<file path="config.mk">
export PLATFORM = sky130hd
export DESIGN_NAME = div_seq
export DESIGN_NICKNAME = d
export VERILOG_FILES = /design/src/rtl/div_seq.sv
export SDC_FILE = /design/constraint.sdc
export NUM_CORES = 1
export LEC_CHECK = 0
export ABC_AREA = 1
export BUFFER_PORTS_ARGS = -buffer_cell sky130_fd_sc_hd__buf_2
export CAP_MARGIN = 0
export CORE_AREA = 2 2 130 132
export CTS_CLUSTER_SIZE = 12
export DETAILED_ROUTE_END_ITERATION = 8
export DIE_AREA = 0 0 132 134
export GPL_TIMING_DRIVEN = 0
export PLACE_DENSITY = 0.66
export SLEW_MARGIN = 20
export SYNTH_ARGS = -nofsm -noshare
export SYNTH_HDL_FRONTEND = slang
export SYNTH_SLANG_ARGS = --single-unit
</file>
<file path="constraint.sdc">
create_clock -name clk -period 4.4 [get_ports clk]
set_input_delay 0.44 -clock clk [delete_from_list [all_inputs] [get_ports clk]]
set_output_delay 0.44 -clock clk [all_outputs]
set_load 0.01 [all_outputs]
</file>
<file path="src/rtl/div_seq.sv">
// div_seq: sequential radix-2 restoring divider, one quotient bit per clock.
// Signed/unsigned selectable per operation, divide-by-zero flagged with a
// defined result (quo = all ones, rmd = dividend).
// Optional feature: define DIV_ABORT_EN to add the abort_i port, which cancels
// an in-flight operation without touching the result registers.
module div_seq #(
  parameter int W    = 16,
  parameter int CBIT = 5
) (
  input  logic         clk,
  input  logic         reset,
  input  logic         start_i,
  input  logic         sgn_i,
  input  logic [W-1:0] dvnd_i,
  input  logic [W-1:0] dvsr_i,
`ifdef DIV_ABORT_EN
  input  logic         abort_i,
`endif
  output logic         ready_o,
  output logic         done_tick_o,
  output logic         dbz_o,
  output logic [W-1:0] quo_o,
  output logic [W-1:0] rmd_o
);

  typedef enum logic [2:0] {S_IDLE, S_CONV, S_OP, S_FIX, S_DONE} state_t;

  state_t          state_q, state_d;
  logic            dneg_q, dneg_d;   // signed op with negative dividend
  logic            sneg_q, sneg_d;   // signed op with negative divisor
  logic [W-1:0]    dvnd_q, dvnd_d;   // raw dividend, returned as rmd on divide-by-zero
  logic [W-1:0]    dvsr_q, dvsr_d;   // divisor magnitude
  logic [W-1:0]    rh_q, rh_d;       // partial remainder
  logic [W-1:0]    rl_q, rl_d;       // dividend bits shifting out / quotient bits shifting in
  logic [CBIT-1:0] n_q, n_d;
  logic [W-1:0]    quo_q, quo_d;
  logic [W-1:0]    rmd_q, rmd_d;
  logic            dbz_q, dbz_d;

  logic            dneg_in, sneg_in;
  logic [W:0]      rh_sh, rh_sub;
  logic            q_bit;
  logic            abort_w;

`ifdef DIV_ABORT_EN
  assign abort_w = abort_i;
`else
  assign abort_w = 1'b0;
`endif

  assign dneg_in = sgn_i & dvnd_i[W-1];
  assign sneg_in = sgn_i & dvsr_i[W-1];

  // W+1-bit trial subtraction. rh_sh < 2*|dvsr| always holds, so the
  // difference lies in (-2^W, 2^W): bit W is exactly the borrow.
  assign rh_sh  = {rh_q, rl_q[W-1]};
  assign rh_sub = rh_sh - {1'b0, dvsr_q};
  assign q_bit  = ~rh_sub[W];

  // Next-state, datapath next values and handshake outputs
  always_comb begin
    state_d     = state_q;
    dneg_d      = dneg_q;
    sneg_d      = sneg_q;
    dvnd_d      = dvnd_q;
    dvsr_d      = dvsr_q;
    rh_d        = rh_q;
    rl_d        = rl_q;
    n_d         = n_q;
    quo_d       = quo_q;
    rmd_d       = rmd_q;
    dbz_d       = dbz_q;
    ready_o     = 1'b0;
    done_tick_o = 1'b0;
    case (state_q)
      S_IDLE: begin
        ready_o = 1'b1;
        if (start_i) begin
          dneg_d  = dneg_in;
          sneg_d  = sneg_in;
          dvnd_d  = dvnd_i;
          dvsr_d  = sneg_in ? -dvsr_i : dvsr_i;
          rl_d    = dneg_in ? -dvnd_i : dvnd_i;
          state_d = S_CONV;
        end
      end
      S_CONV: begin
        if (dvsr_q == '0) begin
          quo_d   = '1;
          rmd_d   = dvnd_q;
          dbz_d   = 1'b1;
          state_d = S_DONE;
        end else begin
          rh_d    = '0;
          n_d     = CBIT'(W);
          state_d = S_OP;
        end
      end
      S_OP: begin
        rh_d = q_bit ? rh_sub[W-1:0] : rh_sh[W-1:0];
        rl_d = {rl_q[W-2:0], q_bit};
        n_d  = n_q - CBIT'(1);
        if (n_q == CBIT'(1)) state_d = S_FIX;
      end
      S_FIX: begin
        quo_d   = (dneg_q ^ sneg_q) ? -rl_q : rl_q;
        rmd_d   = dneg_q ? -rh_q : rh_q;
        dbz_d   = 1'b0;
        state_d = S_DONE;
      end
      S_DONE: begin
        done_tick_o = 1'b1;
        state_d     = S_IDLE;
      end
      default: state_d = S_IDLE;
    endcase
    // Abort only bites while busy; results from the cancelled op are dropped
    if (abort_w && (state_q == S_CONV || state_q == S_OP || state_q == S_FIX)) begin
      state_d = S_IDLE;
      quo_d   = quo_q;
      rmd_d   = rmd_q;
      dbz_d   = dbz_q;
    end
  end

  // State register
  always_ff @(posedge clk or posedge reset) begin
    if (reset) state_q <= S_IDLE;
    else       state_q <= state_d;
  end

  // Datapath and result registers
  always_ff @(posedge clk or posedge reset) begin
    if (reset) begin
      dneg_q <= 1'b0;
      sneg_q <= 1'b0;
      dvnd_q <= '0;
      dvsr_q <= '0;
      rh_q   <= '0;
      rl_q   <= '0;
      n_q    <= '0;
      quo_q  <= '0;
      rmd_q  <= '0;
      dbz_q  <= 1'b0;
    end else begin
      dneg_q <= dneg_d;
      sneg_q <= sneg_d;
      dvnd_q <= dvnd_d;
      dvsr_q <= dvsr_d;
      rh_q   <= rh_d;
      rl_q   <= rl_d;
      n_q    <= n_d;
      quo_q  <= quo_d;
      rmd_q  <= rmd_d;
      dbz_q  <= dbz_d;
    end
  end

  assign quo_o = quo_q;
  assign rmd_o = rmd_q;
  assign dbz_o = dbz_q;

endmodule

</file>
==> out/results.tsv, run 1 <==
stage	metric	value	unit
status	status	completed	
power_and_ir_drop	p_per_area	805	nW/um^2
finish	final_cell_mix	nand2_1, inv_1, dfrtp_1, nand3_1, nor2_1	
clock_tree	clock_latency	0.37	ns
drt	viasPerCell	5.17	
yosys	synth_async_sr_flop_share	100	%
sta	setup_violations	0	
finish	antenna_cells	0	
setup_path	path_cells	inv_1, ha_1, fa_1, inv_1, nand2_1, nand2_1, nand3_1, nand2_2, nand2_4, nand2_4, nand2_4, nand2_4, nand2_1, nand3_1, nand2_1	
flow_run	drv_cap	0	
grt	grt_pass1_wl	33100	um
power_and_ir_drop	pwr-share-comb	60.1	%
drt	drtAntennaViolNets	0	
sta	rsz0062_at_grt	false	
sta	slew_headroom	57.9	%
setup_path	worst_setup_path_start_kind	flop	
drt	vias	7011	
yosys	seq_area_frac_synth	37.1	%
drt	drt-total-wl	20400	um
grt	grt_max_degree	70	
setup_path	crit_arrival	2.70	ns
setup_path	ff2ff_setup_slack	1.96	ns
grt	grt_pass1_vias	6432	
placed_design	dp_cells	1339	
setup_path	regToRegEndpoint	rh_q[0]	
yosys	yosysWarnings	0	
power_and_ir_drop	power	6580	uW
yosys	syn-num-nets	1107	
placed_design	gp_congestion	0.942	
grt	grt.overflow.total	0	
yosys	synth_cells	1048	
setup_path	required	4.65	ns
clock_tree	cts_made_buffers	9	
grt	antenna_found_initial	0	
drt	wire_per_inst	15.1	um
placed_design	dpl.hpwl	16200	um
sta	fin_skew	0.0131	ns
sta	slew_viol_final	0	
clock_tree	htreeDepth	3	
drt	route.detailed.drc	0	
clock_tree	path_clk_slew	0.08	ns
sta	fin_crit	2.44	ns
die	dieWidth	132	um
clock_tree	cts_root_buffer	clkbuf_16	
setup_path	end_kind	flop	
yosys	synthFlopType	dfrtp_1	
yosys	postSynthAreaPerCell	6.89	sq um
die	io_pins	71	
power_and_ir_drop	intPower	3250	uW
sta	fmax	409	MHz
clock_tree	postCtsSetupBuffers	0	
power_and_ir_drop	p_leak	0.00433	uW
power_and_ir_drop	max-vdd-ir-drop	0.307	mV
setup_path	rr_worst_depth	15	
clock_tree	cts_resized	0	
hold_path	hp-class	in2async	
finish	finalNonFillerCells	1355	
die	start_util	44.3	%
finish	final_common_cell	nand2_1	
yosys	syn_area	7220	sq um
die	die_area	17700	sq um
finish	layout-drive-gt1-share	11.5	%
sta	worst_pin_slew	0.632	ns
clock_tree	cts_buffer_depth	2	
clock_tree	ctsHoldBuffers	0	
drt	drt_iter0_drc	598	
yosys	yosysUniqueCellTypes	42	
placed_design	port_buffers	70	
die	die_h	134	um
setup_path	crit_type	reg2reg	
die	core	16300	sq um
power_and_ir_drop	p_sw_share	50.6	%
clock_tree	cts_tree	built	
setup_path	r2r_start	rl_q[15]	
grt	grt.total_usage	23.7	%
sta	post-route-period-util	55.5	%
setup_path	crit_path_top_delay_cell	fa_1	
setup_path	slowest_delay	0.43	ns
sta	hold_viol_final	0	
power_and_ir_drop	seqPwrFrac	27.4	%
finish	areaGrowthSynthToFinish	13.2	%
yosys	ys_seq_elements	107	
power_and_ir_drop	p_switching	3330	uW
finish	nNetsFinal	1189	
clock_tree	cts_sinks	107	
die	row_count	47	
power_and_ir_drop	pwr-share-clk	12.5	%
yosys	synth-edff-count	0	
setup_path	path_max_fanout	9	
drt	drt-pass1-iter-count	5	
## per-layer routing
metal	vias to the layer above	routed length [um]	GRT usage, %	share of wire [%]
li1	3516	-	-	-
met1	3256	9930	35.0	49
met2	219	8900	36.3	44
met3	20	1270	3.14	6.2
met4	0	297	7.13	1.5
met5	-	0	0	0
## cells in the mapped netlist, types with 5 or more instances
master | instances | area share, %
dfrtp_1 | 107 | 37
a21oi_1 | 23 | 1.6
o221ai_1 | 7 | 0.85
clkbuf_1 | 12 | 0.62
nor3_1 | 17 | 1.2
nor2_1 | 89 | 4.6
xor2_1 | 22 | 2.7
ha_1 | 22 | 3.8
buf_4 | 5 | 0.52
nand4_1 | 13 | 1.1
nand2_1 | 331 | 17
buf_2 | 6 | 0.42
or2_2 | 5 | 0.43
inv_1 | 153 | 8.0
nand3b_1 | 7 | 0.73
nand3_1 | 101 | 7.0
o21ai_0 | 54 | 3.7
o211ai_1 | 11 | 1.1
nand2_4 | 7 | 1.1
o22ai_1 | 8 | 0.69
a31oi_1 | 10 | 0.87
## area by class of cell
type / instances / area [sq um]
fillers: 1677 / 8110
inverters: 158 / 598
repair buffers: 71 / 378
plain buffers: 27 / 159
multi-input cells: 756 / 3790
flip-flops and latches: 107 / 2680
clock buffers: 11 / 253
clock inverters: 5 / 41.3
well taps: 220 / 275
## through the flow
stage               area [sq um]  setup TNS [ns]  util, %  hold slack [ns]  setup WS, ns
detailed placement          7880               0     48.4            0.456          1.99
finish                      8180               0     50.2           0.0667          1.96
floorplan                   7220               0        -            0.442          1.14
CTS                         8180               0     50.2           0.0822          1.98
global route                8180               0     50.2           0.0996          1.80
global placement            7850          -19.79     48.2            0.455        -0.198
## sequential cells by signal (all words and copies together) (netlist names)
signal	cells
dvnd_q	16
dvsr_q	16
quo_o	16
rh_q	16
rl_q	16
rmd_o	16
n_q	5
state_q	3
dbz_o	1
dneg_q	1
sneg_q	1
## worst max-delay path by stage
stage,start,end
after floorplan,reset,dbz_o
after global placement,reset,dvsr_q[11]
after detailed placement,rl_q[15],rh_q[12]
after CTS,rl_q[15],rh_q[12]
after global routing,rl_q[15],rh_q[12]
final,rl_q[15],rh_q[0]
## critical path: cells and delay by family, from the launching register on
family        cells  cell delay, ns
flops             1            0.38
fa+ha+maj         2            0.67
buf+inv           2            0.25
simple gates     11            1.03
## power groups by stage
stage | logic, uW | clock network [uW] | registers (uW)
2_1_floorplan | 2870 | 0 | 1780
3_3_place_gp | 3870 | 0 | 1810
3_5_place_dp | 3920 | 0 | 1810
4_1_cts | 3940 | 833 | 1790
5_1_grt | 4500 | 867 | 1860
6_report | 3960 | 823 | 1800
## logic make-up (layout without fill, tap and decap cells)
logic type	after synthesis	count (layout)	synth area share (%)
flops	107	107	37.1
simple gates	584	584	35.2
compound gates	124	124	10.2
buf+inv	185	272	10.4
fa+ha+maj	23	23	4.09
xor+xnor	25	25	3.03
No activity file was read; power rests on OpenSTA's default activity.
==> run 2, diff against run 1 <==
--- a/config.mk
+++ b/config.mk
@@ -13,7 +13,7 @@
 export DETAILED_ROUTE_END_ITERATION = 8
 export DIE_AREA = 0 0 132 134
 export GPL_TIMING_DRIVEN = 0
-export PLACE_DENSITY = 0.66
+export PLACE_DENSITY = 0.68
 export SLEW_MARGIN = 20
 export SYNTH_ARGS = -nofsm -noshare
 export SYNTH_HDL_FRONTEND = slang
==> constraint.sdc (replaced) <==
create_clock -name clk -period 2.1 [get_ports clk]
set_input_delay 0.21 -clock clk [delete_from_list [all_inputs] [get_ports clk]]
set_output_delay 0.21 -clock clk [all_outputs]
set_load 0.01 [all_outputs]
==> run 2 against run 1 <==
Effect of this change:
- the flow now finishes with violations (negative setup slack)
- first-iteration DRC count shrank 2.5%
- register-to-register slack lost 2.0 ns
- final cell count grew 2.2%
- clock power grew 120%
- utilization grew 3.9 points
- combinational power grew to 2.5 times the previous value
- largest cell class unchanged
- largest power group unchanged
- highest routed layer unchanged
==> out/results.tsv, run 2 (synthesized netlist as in run 1, its figures left out) <==
stage	metric	value	unit	change
clock_tree	cts_buffer_depth	2		unchanged
finish	final_common_cell	nand2_1		
clock_tree	path_clk_slew	0.08	ns	about the same
grt	grt_max_degree	27		-61%
hold_path	hp-class	in2reg		
grt	grt_pass1_wl	34200	um	+3.4%
clock_tree	cts_sinks	107		unchanged
drt	routed.top_layer	met4		
die	start_util	44.3	%	unchanged
placed_design	dpl.hpwl	16400	um	+1.3%
finish	layout-drive-gt1-share	18.3	%	+6.8 points
setup_path	worst_setup_path_start_kind	flop		
finish	nNetsFinal	1220		+2.6%
drt	vias	7242		+3.3%
sta	worst_pin_slew	0.628	ns	-0.00424 ns
sta	slew_viol_final	0		unchanged
sta	rsz0062_at_grt	true		
grt	grt_pass1_vias	6646		+3.3%
grt	antenna_found_initial	0		unchanged
setup_path	required	2.40	ns	-2.25 ns
finish	final_cell_mix	nand2_1, inv_1, dfrtp_1, nand3_1, nor2_1		
sta	tns	-0.0353	ns	-0.0353 ns
drt	drtAntennaViolNets	0		unchanged
placed_design	port_buffers	70		unchanged
finish	areaGrowthSynthToFinish	22.0	%	
drt	route.detailed.drc	0		unchanged
setup_path	crit_arrival	2.41	ns	-0.29 ns
clock_tree	cts_made_buffers	9		unchanged
drt	drt-pass1-iter-count	5		unchanged
finish	finalNonFillerCells	1385		+2.2%
flow_run	drv_cap	0		unchanged
die	core	16300	sq um	unchanged
sta	post-route-period-util	100	%	+45 points
grt	grt.total_usage	24.3	%	+0.59 points
drt	met1_length	10300	um	+3.3%
drt	wire_per_inst	15.7	um	+4.4%
clock_tree	clock_latency	0.36	ns	about the same
setup_path	end_kind	flop		
setup_path	path_max_fanout	2		-7
die	row_count	47		unchanged
die	io_pins	71		unchanged
die	die_area	17700	sq um	unchanged
status	status	finished, violations left		
sta	slew_headroom	58.2	%	+0.28 points
sta	fin_crit	2.11	ns	-0.333 ns
status	violations	negative setup slack		
placed_design	gp_congestion	0.953		+1.1%
drt	viasPerCell	5.23		+1.1%
drt	drt_iter0_drc	583		-2.5%
drt	drt-total-wl	21800	um	+6.7%
sta	setup_violations	6		+6
grt	grt.overflow.total	0		unchanged
setup_path	crit_path_top_delay_cell	dfrtp_1		
placed_design	dp_cells	1342		+0.22%
setup_path	crit_type	reg2reg		
power_and_ir_drop	p_leak	0.00449	uW	+3.6%
die	dieWidth	132	um	unchanged
clock_tree	htreeDepth	3		unchanged
sta	hold_viol_final	0		unchanged
power_and_ir_drop	max-vdd-ir-drop	0.617	mV	+100%
sta	fmax	474	MHz	+16%
drt	wl_met3	1320	um	+3.9%
drt	dr_wl_met2	9920	um	+12%
setup_path	slowest_delay	0.37	ns	-0.06 ns
sta	setup_ws	-0.00944	ns	-1.97 ns
die	die_h	134	um	unchanged
finish	antenna_cells	0		unchanged
setup_path	path_cells	inv_2, ha_4, fa_2, inv_2, nand2_2, nand2_4, nand3_4, buf_4, buf_4, buf_4, nand3b_1, nand2_2, nand3_2, nand3_2, nand2_2		
clock_tree	cts_root_buffer	clkbuf_16		
power_and_ir_drop	p_per_area	1770	nW/um^2	+120%
clock_tree	cts_tree	built		
sta	fin_skew	0.0115	ns	-0.00156 ns
==> run 2: worst paths after layout <==
check,start,cells past startpoint,slack (ns),endpoint
min in group asynchronous,reset,3,0.39,quo_o[4]
worst min-delay path,dvnd_i[1],3,0.11,dvnd_q[1]
worst max register to register,rl_q[15],15,-0.009,rh_q[8]
worst max-delay path,rl_q[15],15,-0.009,rh_q[8]
max in group asynchronous,reset,6,0.84,rh_q[13]
worst min register to register,dbz_o,2,0.47,dbz_o
==> run 2: timing repair <==
item                                    CTS  global route
pin swaps                                 7            18
hold buffers                              1             0
resized for setup                        31            42
endpoints found under the setup margin   17            28
setup buffers                            10            12
cloned                                    2             3
endpoints found under the hold margin    15             0
==> run 2: area by class of cell <==
class                      count  area [sq um]
clock inverter                 4          57.6
multi-input combinational    761          4170
timing repair buffer          97           626
clock buffer                  11           243
tap                          220           275
buffer                        27           159
inverter                     158           597
fill                        1580          7480
sequential                   107          2690
==> run 2: where the power goes <==
group	internal, uW	switching, uW	leakage (uW)
Clock	966	818	0.000144
Sequential	3040	766	0.00131
Combinational	3750	6290	0.00304
==> run 2: through the flow <==
stage | area [sq um] | worst slack (ns) | power, uW | utilization [%] | hold slack, ns
final | 8810 | -0.00944 | 15600 | 54.1 | 0.114
after floorplan | 7230 | 0.100 | 9740 | - | 0.327
after CTS | 8510 | -0.0192 | 14600 | 52.2 | 0.113
after detailed placement | 7940 | -0.324 | 12000 | 48.7 | 0.230
after global routing | 8810 | -0.112 | 16900 | 54.1 | 0.148
after global placement | 7850 | -0.304 | 11900 | 48.2 | 0.458
==> run 2: per-layer routing <==
metal	vias to the layer above	track usage, %
li1	3594	-
met1	3393	35.2
met2	233	38.5
met3	22	3.06
met4	0	6.28
met5	-	0
==> run 2: critical path: cells and delay by family (launching register included) <==
kind / cells / cell delay, ns
and+or+nand+nor: 8 / 0.60
buffers and inverters: 5 / 0.53
adders and majority gates: 2 / 0.53
DFF: 1 / 0.37
